<file path="src/rtl/apb_pkg.sv">
// apb_pkg: shared APB command encodings, transfer sizes and arbiter FSM states
package apb_pkg;
  localparam logic [6:0] PROC_LOAD  = 7'b0000011;
  localparam logic [6:0] PROC_STORE = 7'b0100011;
  localparam logic [6:0] PROC_NONE  = 7'b0000000;
  localparam logic [1:0] SIZE_BYTE  = 2'b00;
  localparam logic [1:0] SIZE_HALF  = 2'b01;
  localparam logic [1:0] SIZE_WORD  = 2'b10;
  typedef enum logic [2:0] {ST_IDLE, ST_ISSUE, ST_SETUP, ST_ACCESS, ST_RESP} state_t;
  function automatic logic [6:0] proc_enc(input logic write);
    return write ? PROC_STORE : PROC_LOAD;
  endfunction
endpackage

</file>
<file path="src/rtl/apb_rr_arbiter.sv">
// apb_rr_arbiter: 2-way round-robin picker; the requester not granted last wins a tie
module apb_rr_arbiter (
  input  logic [1:0] req,
  input  logic       last_grant,
  output logic [1:0] grant
);
  always_comb grant = (&req) ? (last_grant ? 2'b01 : 2'b10) : req;
endmodule

</file>
<file path="src/rtl/apb_req_arbiter.sv">
// apb_req_arbiter: arbitrates two requesters onto one APB master command port.
// Define APB_ARB_TIMEOUT_EN to bound the ACCESS wait to ARB_TIMEOUT cycles.
module apb_req_arbiter
  import apb_pkg::*;
#(
  parameter int ADDR_WIDTH  = 32,
  parameter int DATA_WIDTH  = 32,
  parameter int ARB_TIMEOUT = 16
) (
  input  logic                    PCLK,
  input  logic                    PRESETn,
  input  logic [1:0]              req_valid,
  output logic [1:0]              req_ready,
  input  logic [1:0]              req_write,
  input  logic [2*ADDR_WIDTH-1:0] req_addr,
  input  logic [2*DATA_WIDTH-1:0] req_wdata,
  input  logic [3:0]              req_size,
  output logic [1:0]              rsp_valid,
  output logic                    rsp_err,
  output logic [DATA_WIDTH-1:0]   rsp_rdata,
  output logic [ADDR_WIDTH-1:0]   m_address,
  output logic [DATA_WIDTH-1:0]   m_write_data,
  output logic [1:0]              m_data_size,
  output logic [6:0]              m_process,
  input  logic                    PSEL0,
  input  logic                    PSEL1,
  input  logic                    PENABLE,
  input  logic                    PREADY,
  input  logic [DATA_WIDTH-1:0]   m_read_data
);
  state_t                r_state, w_next;
  logic [1:0]            w_arb, r_gnt;
  logic                  w_take, w_sel, w_timeout, w_miss;
  logic                  r_last, r_write, r_err;
  logic [ADDR_WIDTH-1:0] r_addr;
  logic [DATA_WIDTH-1:0] r_wdata;
  logic [1:0]            r_size;

  apb_rr_arbiter u_rr (.req(req_valid), .last_grant(r_last), .grant(w_arb));

  // reset gating keeps req_ready low while PRESETn is held, even in IDLE
  assign w_take = PRESETn && r_state == ST_IDLE && |req_valid && !PENABLE;
  assign w_sel  = w_arb[1];
  assign w_miss = r_state == ST_SETUP && !(PSEL0 | PSEL1);

`ifdef APB_ARB_TIMEOUT_EN
  localparam int TW = $clog2(ARB_TIMEOUT + 1);
  logic [TW-1:0] r_cnt;
  always_ff @(posedge PCLK or negedge PRESETn)
    if (!PRESETn) r_cnt <= '0;
    else r_cnt <= (r_state == ST_ACCESS) ? r_cnt + 1'b1 : '0;
  assign w_timeout = r_state == ST_ACCESS && !(PENABLE & PREADY) && r_cnt == TW'(ARB_TIMEOUT - 1);
`else
  assign w_timeout = ARB_TIMEOUT < 0;
`endif

  always_ff @(posedge PCLK or negedge PRESETn)
    if (!PRESETn) r_state <= ST_IDLE;
    else r_state <= w_next;

  always_comb begin
    w_next = r_state;
    case (r_state)
      ST_IDLE:   w_next = w_take ? ST_ISSUE : ST_IDLE;
      ST_ISSUE:  w_next = ST_SETUP;
      ST_SETUP:  w_next = w_miss ? ST_RESP : ST_ACCESS;
      ST_ACCESS: w_next = ((PENABLE & PREADY) | w_timeout) ? ST_RESP : ST_ACCESS;
      default:   w_next = ST_IDLE;
    endcase
  end

  always_comb begin
    req_ready = w_take ? w_arb : 2'b00;
    m_process = (r_state == ST_ISSUE || r_state == ST_SETUP) ? proc_enc(r_write) : PROC_NONE;
    rsp_valid = (r_state == ST_RESP) ? r_gnt : 2'b00;
    rsp_err   = r_state == ST_RESP && r_err;
    rsp_rdata = (r_state == ST_RESP && !r_err && !r_write) ? m_read_data : '0;
  end

  always_ff @(posedge PCLK or negedge PRESETn)
    if (!PRESETn) begin
      r_gnt   <= 2'b00;
      r_last  <= 1'b1;
      r_write <= 1'b0;
      r_addr  <= '0;
      r_wdata <= '0;
      r_size  <= 2'b00;
      r_err   <= 1'b0;
    end else if (w_take) begin
      r_gnt   <= w_arb;
      r_last  <= w_sel;
      r_write <= req_write[w_sel];
      r_addr  <= w_sel ? req_addr[2*ADDR_WIDTH-1:ADDR_WIDTH] : req_addr[ADDR_WIDTH-1:0];
      r_wdata <= w_sel ? req_wdata[2*DATA_WIDTH-1:DATA_WIDTH] : req_wdata[DATA_WIDTH-1:0];
      r_size  <= w_sel ? req_size[3:2] : req_size[1:0];
      r_err   <= 1'b0;
    end else if (w_miss || w_timeout) r_err <= 1'b1;

  assign m_address    = r_addr;
  assign m_write_data = r_wdata;
  assign m_data_size  = r_size;
endmodule

</file>
<file path="config.mk">
export PLATFORM = sky130hd
export DESIGN_NAME = apb_req_arbiter
export DESIGN_NICKNAME = d
export VERILOG_FILES = /design/src/rtl/apb_pkg.sv /design/src/rtl/apb_rr_arbiter.sv /design/src/rtl/apb_req_arbiter.sv
export SDC_FILE = /design/constraint.sdc
export NUM_CORES = 1
export LEC_CHECK = 0
export BUFFER_PORTS_ARGS = -buffer_cell sky130_fd_sc_hd__buf_2
export CAP_MARGIN = 10
export CORE_AREA = 2 2 109 111
export DETAILED_ROUTE_END_ITERATION = 12
export DIE_AREA = 0 0 111 113
export GPL_TIMING_DRIVEN = 0
export PLACE_DENSITY = 0.72
export SLEW_MARGIN = 25
export SYNTH_ARGS = -nofsm -noshare
export SYNTH_HDL_FRONTEND = slang
export SYNTH_HIERARCHICAL = 1
export SYNTH_SLANG_ARGS = --single-unit
</file>
<file path="constraint.sdc">
create_clock -name PCLK -period 3.32 [get_ports PCLK]
set_clock_uncertainty 0.05 [all_clocks]
set_input_delay 0.332 -clock PCLK [delete_from_list [all_inputs] [get_ports PCLK]]
set_output_delay 0.332 -clock PCLK [all_outputs]
set_load 0.01 [all_outputs]
</file>
# Word-level counts from Yosys, hierarchy flattened
# Index checks and enable logic that the tools add are counted.
[totals]
romBits = 0
out_inout_bits = 110
memories = 0
wordCells = 49
mem_bits_rw = 0
register_bits = 74
latch_bits = 0
in_bits = 174
[classes]
magnitude_cmp = 1
mux = 18
div = 0
addsub = 0
n_eq_ne = 4
multipliers = 0
shifts = 0
n_bitwise = 2
reduce_logical = 16
[op_table]
columns = ["op", "count"]
rows = [
  ["$mux 32", 3],
  ["$mux 6", 2],
  ["$pmux 3 s4", 1],
  ["$mux 2", 5],
  ["$logic_and 1x1->1", 7],
  ["$eq 3x2->1 const B", 2],
  ["$mux 3", 2],
  ["$mux 1", 5],
  ["$logic_not 1->1", 4],
  ["$eq 3x1->1 const B", 1],
  ["$eq 3x3->1 const B", 1],
  ["$logic_not 3->1", 1],
  ["$lt 1x2->1 const B", 1],
  ["$reduce_and 2->1", 1],
  ["$reduce_bool 2->1", 1],
  ["$reduce_or 2->1", 1],
  ["$and 1x1->1", 1],
  ["$logic_or 1x1->1", 1],
  ["$or 1x1->1", 1],
]

# Depth between registers and ports, before layout
[depth]
depth_word = 6
ltp_mapped = 6
mapped_depth_nobuf = 4

# Hierarchy
# Netlist, hierarchy kept.
[modules_own_cells]
columns = ["module", "n_inst", "area_per_inst_um2", "cells_per_inst", "seq_area_each_um2"]
rows = [
  ["apb_req_arbiter", 1, 4145.2, 295, 1853.0],
  ["apb_rr_arbiter", 1, 18.8, 3, 0.0],
]

# Worst setup path before layout
# OpenSTA, ideal clock, no wires.
[synth_timing]
path_kind = "register to register"
from = "reg r_last"
to = "reg r_addr[17] (netlist: m_address[17])"
arrival_ns = 1.604
stages_incl_launch_ff = 6
slack_ns = 1.541
path_buffers = 2
setup_ns = 0.125
t_required_ns = 3.145
period_less_slack_ns = 1.779
path_cell_list = "dfstp_2 -> a21boi_0 -> buf_2 -> clkbuf_1 -> mux2_2 -> mux2_4"
[synth_between]
elab_chain_len = 3
[synth_rtl]
columns = ["item", "line_no", "rtl"]
rows = [
  ["start: declaration", "apb_req_arbiter.sv:34", "logic r_last, r_write, r_err;"],
  ["start signal: assignment", "apb_req_arbiter.sv:91", "r_last <= w_sel;"],
  ["$mux 2 (2 in a row)", "apb_rr_arbiter.sv:7", "always_comb grant = (&req) ? (last_grant ? 2'b01 : 2'b10) : req;"],
  ["via w_arb[1]", "apb_req_arbiter.sv:32", "logic [1:0] w_arb, r_gnt;"],
  ["$mux 32", "apb_req_arbiter.sv:93", "r_addr <= w_sel ? req_addr[2*ADDR_WIDTH-1:ADDR_WIDTH] : req_addr[ADDR_WIDTH-1:0];"],
  ["end signal: assignment", "apb_req_arbiter.sv:93", ""],
  ["end: declaration", "apb_req_arbiter.sv:35", "logic [ADDR_WIDTH-1:0] r_addr;"],
]
# The timed path passes the listed nets, and every way through them passes these cells.
# A chain may end at the register's enable or synchronous reset.

# Final worst setup path
[layout_timing]
from = "in PRESETn"
to = "out req_ready[0]"
[layout_between]
elab_chain_len = 4
[layout_rtl]
columns = ["item", "line_no", "rtl"]
rows = [
  ["start: declaration", "apb_req_arbiter.sv:11", "input logic PRESETn,"],
  ["$logic_and 1x1->1 (3 in a row)", "apb_req_arbiter.sv:42", "assign w_take = PRESETn && r_state == ST_IDLE && |req_valid && !PENABLE;"],
  ["$mux 2", "apb_req_arbiter.sv:73", "req_ready = w_take ? w_arb : 2'b00;"],
  ["end: declaration", "apb_req_arbiter.sv:13", "output logic [1:0] req_ready,"],
]
# Every way passes these cells.

==> report_table.html <==
<table>
<tr><th>Metric</th><th>Value</th></tr>
<tr><th colspan="2">Logic synthesis</th></tr>
<tr><td>#FFs+latches synth</td><td>74</td></tr>
<tr><td>Count of warnings emitted by yosys</td><td>6</td></tr>
<tr><td>Number of distinct standard cells referenced by the synthesized netlist</td><td>25</td></tr>
<tr><td>Netlist area before placement</td><td>4160 um^2</td></tr>
<tr><td>Register area share after synthesis</td><td>44.5%</td></tr>
<tr><td>Per-instance average area after synthesis</td><td>14.0 um^2</td></tr>
<tr><td>Synth Instances</td><td>298</td></tr>
<tr><th colspan="2">Run</th></tr>
<tr><td>Max-cap violation count</td><td>0</td></tr>
<tr><th colspan="2">Power and ir drop</th></tr>
<tr><td>Register share of total power</td><td>34.6%</td></tr>
<tr><td>Switching Share</td><td>31.3%</td></tr>
<tr><td>Logic gate share of total power</td><td>42.5%</td></tr>
<tr><td>Peak supply drop</td><td>0.000437 V</td></tr>
<tr><td>Power per standard cell area</td><td>764 nW/um^2</td></tr>
<tr><td>Net switching power of the design</td><td>1460 uW</td></tr>
<tr><td>Clk pwr share</td><td>23.0%</td></tr>
<tr><td>Cell-internal power</td><td>3210 uW</td></tr>
<tr><td>Static Leakage</td><td>0.00338 uW</td></tr>
<tr><th colspan="2">Detailed routing</th></tr>
<tr><td>Number of vias per cell after detailed routing</td><td>4.55</td></tr>
<tr><td>Routed wire length</td><td>11.3 mm</td></tr>
<tr><td>DRC violation total after the first TritonRoute iteration</td><td>93</td></tr>
<tr><td>Detailed-routing iteration count for the pre-antenna-repair pass</td><td>4</td></tr>
<tr><td>Routed len/inst</td><td>15.2 um</td></tr>
<tr><td>Vias after detailed routing</td><td>3369</td></tr>
<tr><td>Number of nets with antenna violations after routing</td><td>0</td></tr>
<tr><td>DRC errors left</td><td>0</td></tr>
<tr><th colspan="2">Finish</th></tr>
<tr><td>Most frequent cells in the layout</td><td>buf_2, mux2_2, dfrtp_1</td></tr>
<tr><td>Fraction of final layout cells with drive strength greater than 1</td><td>75.6%</td></tr>
<tr><td>Final layout net count</td><td>767</td></tr>
<tr><td>Area growth from synthesis to layout</td><td>46.9%</td></tr>
<tr><td>Multi-input combinational cell area</td><td>2130 um^2</td></tr>
<tr><td>Filler cell count</td><td>999</td></tr>
<tr><td>Final std cell area, no fill</td><td>6120 um^2</td></tr>
<tr><td>Area occupied by registers</td><td>1850 um^2</td></tr>
<tr><td>Most common cell after layout, fill and taps aside</td><td>buf_2</td></tr>
<tr><td>Non-filler cells, final</td><td>741</td></tr>
<tr><td>Diodes inserted</td><td>0</td></tr>
<tr><td>Fin util</td><td>54.3%</td></tr>
<tr><th colspan="2">Clock tree</th></tr>
<tr><td>CTS tree</td><td>built</td></tr>
<tr><td>Number of buffers created by CTS</td><td>9</td></tr>
<tr><td>Clock latency reported for the late side of the worst-skew pair</td><td>330 ps</td></tr>
<tr><td>CTS H-Tree Depth</td><td>3</td></tr>
<tr><td>Maximum count of clock buffers along a single path</td><td>2</td></tr>
<tr><td>TritonCTS sink count</td><td>74</td></tr>
<tr><td>Clock root buffer</td><td>clkbuf_16</td></tr>
<tr><td>Worst-path clk slew</td><td>60 ps</td></tr>
<tr><th colspan="2">Setup path</th></tr>
<tr><td>Crit-path max FO</td><td>42</td></tr>
<tr><td>FF-to-FF End</td><td>m_write_data[15]</td></tr>
<tr><td>Critical Path Start Type</td><td>input pin</td></tr>
<tr><td>CP required</td><td>2940 ps</td></tr>
<tr><td>Setup Crit Path Kind</td><td>input pin to output port</td></tr>
<tr><td>Count of cells along the worst register-to-register path</td><td>5</td></tr>
<tr><td>CP Data Arrival Time</td><td>2520 ps</td></tr>
<tr><td>FF-to-FF setup slack</td><td>1210 ps</td></tr>
<tr><td>Worst R2R Start</td><td>r_last</td></tr>
<tr><td>Endpoint type of the worst setup path</td><td>output port</td></tr>
<tr><th colspan="2">GRT</th></tr>
<tr><td>Total gr overflow</td><td>0</td></tr>
<tr><td>Gr usage total</td><td>17.7%</td></tr>
<tr><td>Initial antenna violation count</td><td>0</td></tr>
<tr><td>Via count of the first global-routing pass</td><td>3520</td></tr>
<tr><td>Global-route wire length before repair</td><td>17.7 mm</td></tr>
<tr><td>Largest net degree at the start of global routing</td><td>43</td></tr>
<tr><th colspan="2">Floorplanning</th></tr>
<tr><td>Die footprint</td><td>12500 um^2</td></tr>
<tr><td>Ports</td><td>284</td></tr>
<tr><td>Y dimension of the die</td><td>113 um</td></tr>
<tr><td>Initial core utilization</td><td>36.9%</td></tr>
<tr><td># rows</td><td>39</td></tr>
<tr><td>Die Span X</td><td>111 um</td></tr>
<tr><td>CORE AREA</td><td>11300 um^2</td></tr>
<tr><th colspan="2">Hold path</th></tr>
<tr><td>Worst min-delay path endpoint</td><td>r_state[2]</td></tr>
<tr><td>HP Class</td><td>input pin to flop</td></tr>
<tr><td>Hold path startpoint</td><td>PREADY</td></tr>
<tr><td>Hold Path Stages</td><td>3</td></tr>
<tr><th colspan="2">Timing</th></tr>
<tr><td>Hold slack</td><td>284 ps</td></tr>
<tr><td>Pins Over Slew Limit</td><td>0</td></tr>
<tr><td>Total negative slack</td><td>0 ps</td></tr>
<tr><td>Unrepaired setup endpoints after global routing</td><td>no</td></tr>
<tr><td>Pin slew with the least headroom to its limit</td><td>573 ps</td></tr>
<tr><td>Worst relative slew slack</td><td>61.8%</td></tr>
<tr><td>Min Clock Period, post-route</td><td>2900 ps</td></tr>
<tr><td>Total count of hold-check failures in the final report</td><td>0</td></tr>
<tr><td>Final worst path period share</td><td>87.5%</td></tr>
<tr><td>Final number of setup-violating endpoints</td><td>0</td></tr>
<tr><td>Maximum achievable frequency</td><td>344 MHz</td></tr>
<tr><th colspan="2">Placed design</th></tr>
<tr><td>Last weighted congestion value of the routability-driven placer</td><td>0.854</td></tr>
<tr><td>Total instance count after detailed placement</td><td>724</td></tr>
<tr><td>Number of buffer cells added on primary ports</td><td>279</td></tr>
<tr><td>Hpwl dp</td><td>8.88 mm</td></tr>
<tr><td>Placement-stage cell area</td><td>5770 um^2</td></tr>
<tr><th colspan="2">Run status</th></tr>
<tr><td>Status</td><td>complete, no violations</td></tr>
</table>
[routing by layer]
layer	part of all wire, %	global-route usage (%)	vias to the layer above
met1	41	21.1	1578
met2	51	31.9	160
met4	0.88	5.00	0
li1	-	-	1622
met5	0	0	-
met3	7.0	4.45	9
[Yosys cell counts]
cell,instances,area (um^2)
a21boi_0,1,7.51
a21boi_1,1,7.51
a21oi_1,1,5.00
a31oi_1,1,6.26
and2_1,33,206
and3_1,4,25.0
buf_2,4,20.0
buf_4,5,37.5
buf_6,8,90.1
clkbuf_1,8,30.0
conb_1,1,3.75
dfrtp_1,73,1830
dfstp_2,1,26.3
inv_1,3,11.3
mux2_2,81,912
mux2_4,56,841
nand2_1,1,3.75
nand2b_1,4,25.0
nand3b_1,1,7.51
nor2_1,4,15.0
nor3b_2,1,12.5
nor4_1,1,6.26
o211ai_1,2,15.0
o21a_1,1,7.51
o21bai_1,2,15.0
[power by group through the flow]
stage                     clock network [uW]  logic [uW]  registers, uW
after floorplan                            0        1050           1800
after global placement                     0        1970           1610
after detailed placement                   0        2010           1620
after CTS                               1100        2020           1620
after global routing                    1150        2140           1680
final                                   1070        1990           1620
[worst max path at each step]
| stage | startpoint | to | slack, ps | depth (start not counted) |
|---|---|---|---|---|
| 6_report | PRESETn | req_ready[0] | 420 | 9 |
| 5_1_grt | PRESETn | req_ready[1] | 160 | 9 |
| 4_1_cts | PRESETn | req_ready[0] | 340 | 9 |
| 3_5_place_dp | PRESETn | req_ready[0] | 900 | 8 |
| 3_3_place_gp | PRESETn | req_ready[0] | 270 | 7 |
| 2_1_floorplan | r_last | m_address[17] | 1540 | 5 |
[flip-flops by register name, summed over array words and instances (netlist names)]
register and count:
m_address 32, m_data_size 2, m_write_data 32, r_err 1, r_gnt 2, r_last 1
r_state 3, r_write 1
[per-stage QoR]
| stage | total power [uW] | setup slack (ps) |
|---|---|---|
| final | 4680 | 416 |
| after detailed placement | 3630 | 898 |
| after global routing | 4960 | 156 |
| after CTS | 4740 | 336 |
| after global placement | 3580 | 266 |
| after floorplan | 2840 | 1540 |
[logic make-up after synthesis]
kind of cell	count (synthesis)	share of synthesized area [%]
other cells	1	0.0901
compound gates	9	1.53
simple gates	49	7.24
buf+inv	28	4.54
flops	74	44.5
mux	137	42.1
[cell type report]
type	count	area share (%)
buffer	25	2.90
clock buffer	10	3.91
clock inverter	6	1.55
inverter	3	0.184
multi-input combinational	199	34.9
sequential	74	30.3
tap	143	2.92
timing repair buffer	281	23.4
[critical path: stages]
cell and delay [ps]:
dlygate4sd3_1 530, buf_4 450, buf_12 280, nor3b_2 190, o211ai_1 130, buf_6 190, buf_6 160, nor2_1 80
buf_2 140
[repair_timing]
| item | in CTS | in global routing |
|---|---|---|
| hold buffers | 1 | 0 |
| gates resized for setup | 0 | 0 |
| hold endpoints to repair | 41 | 0 |
| buffers inserted | 0 | 0 |
Note: power is estimated with default switching activity, not from simulation.
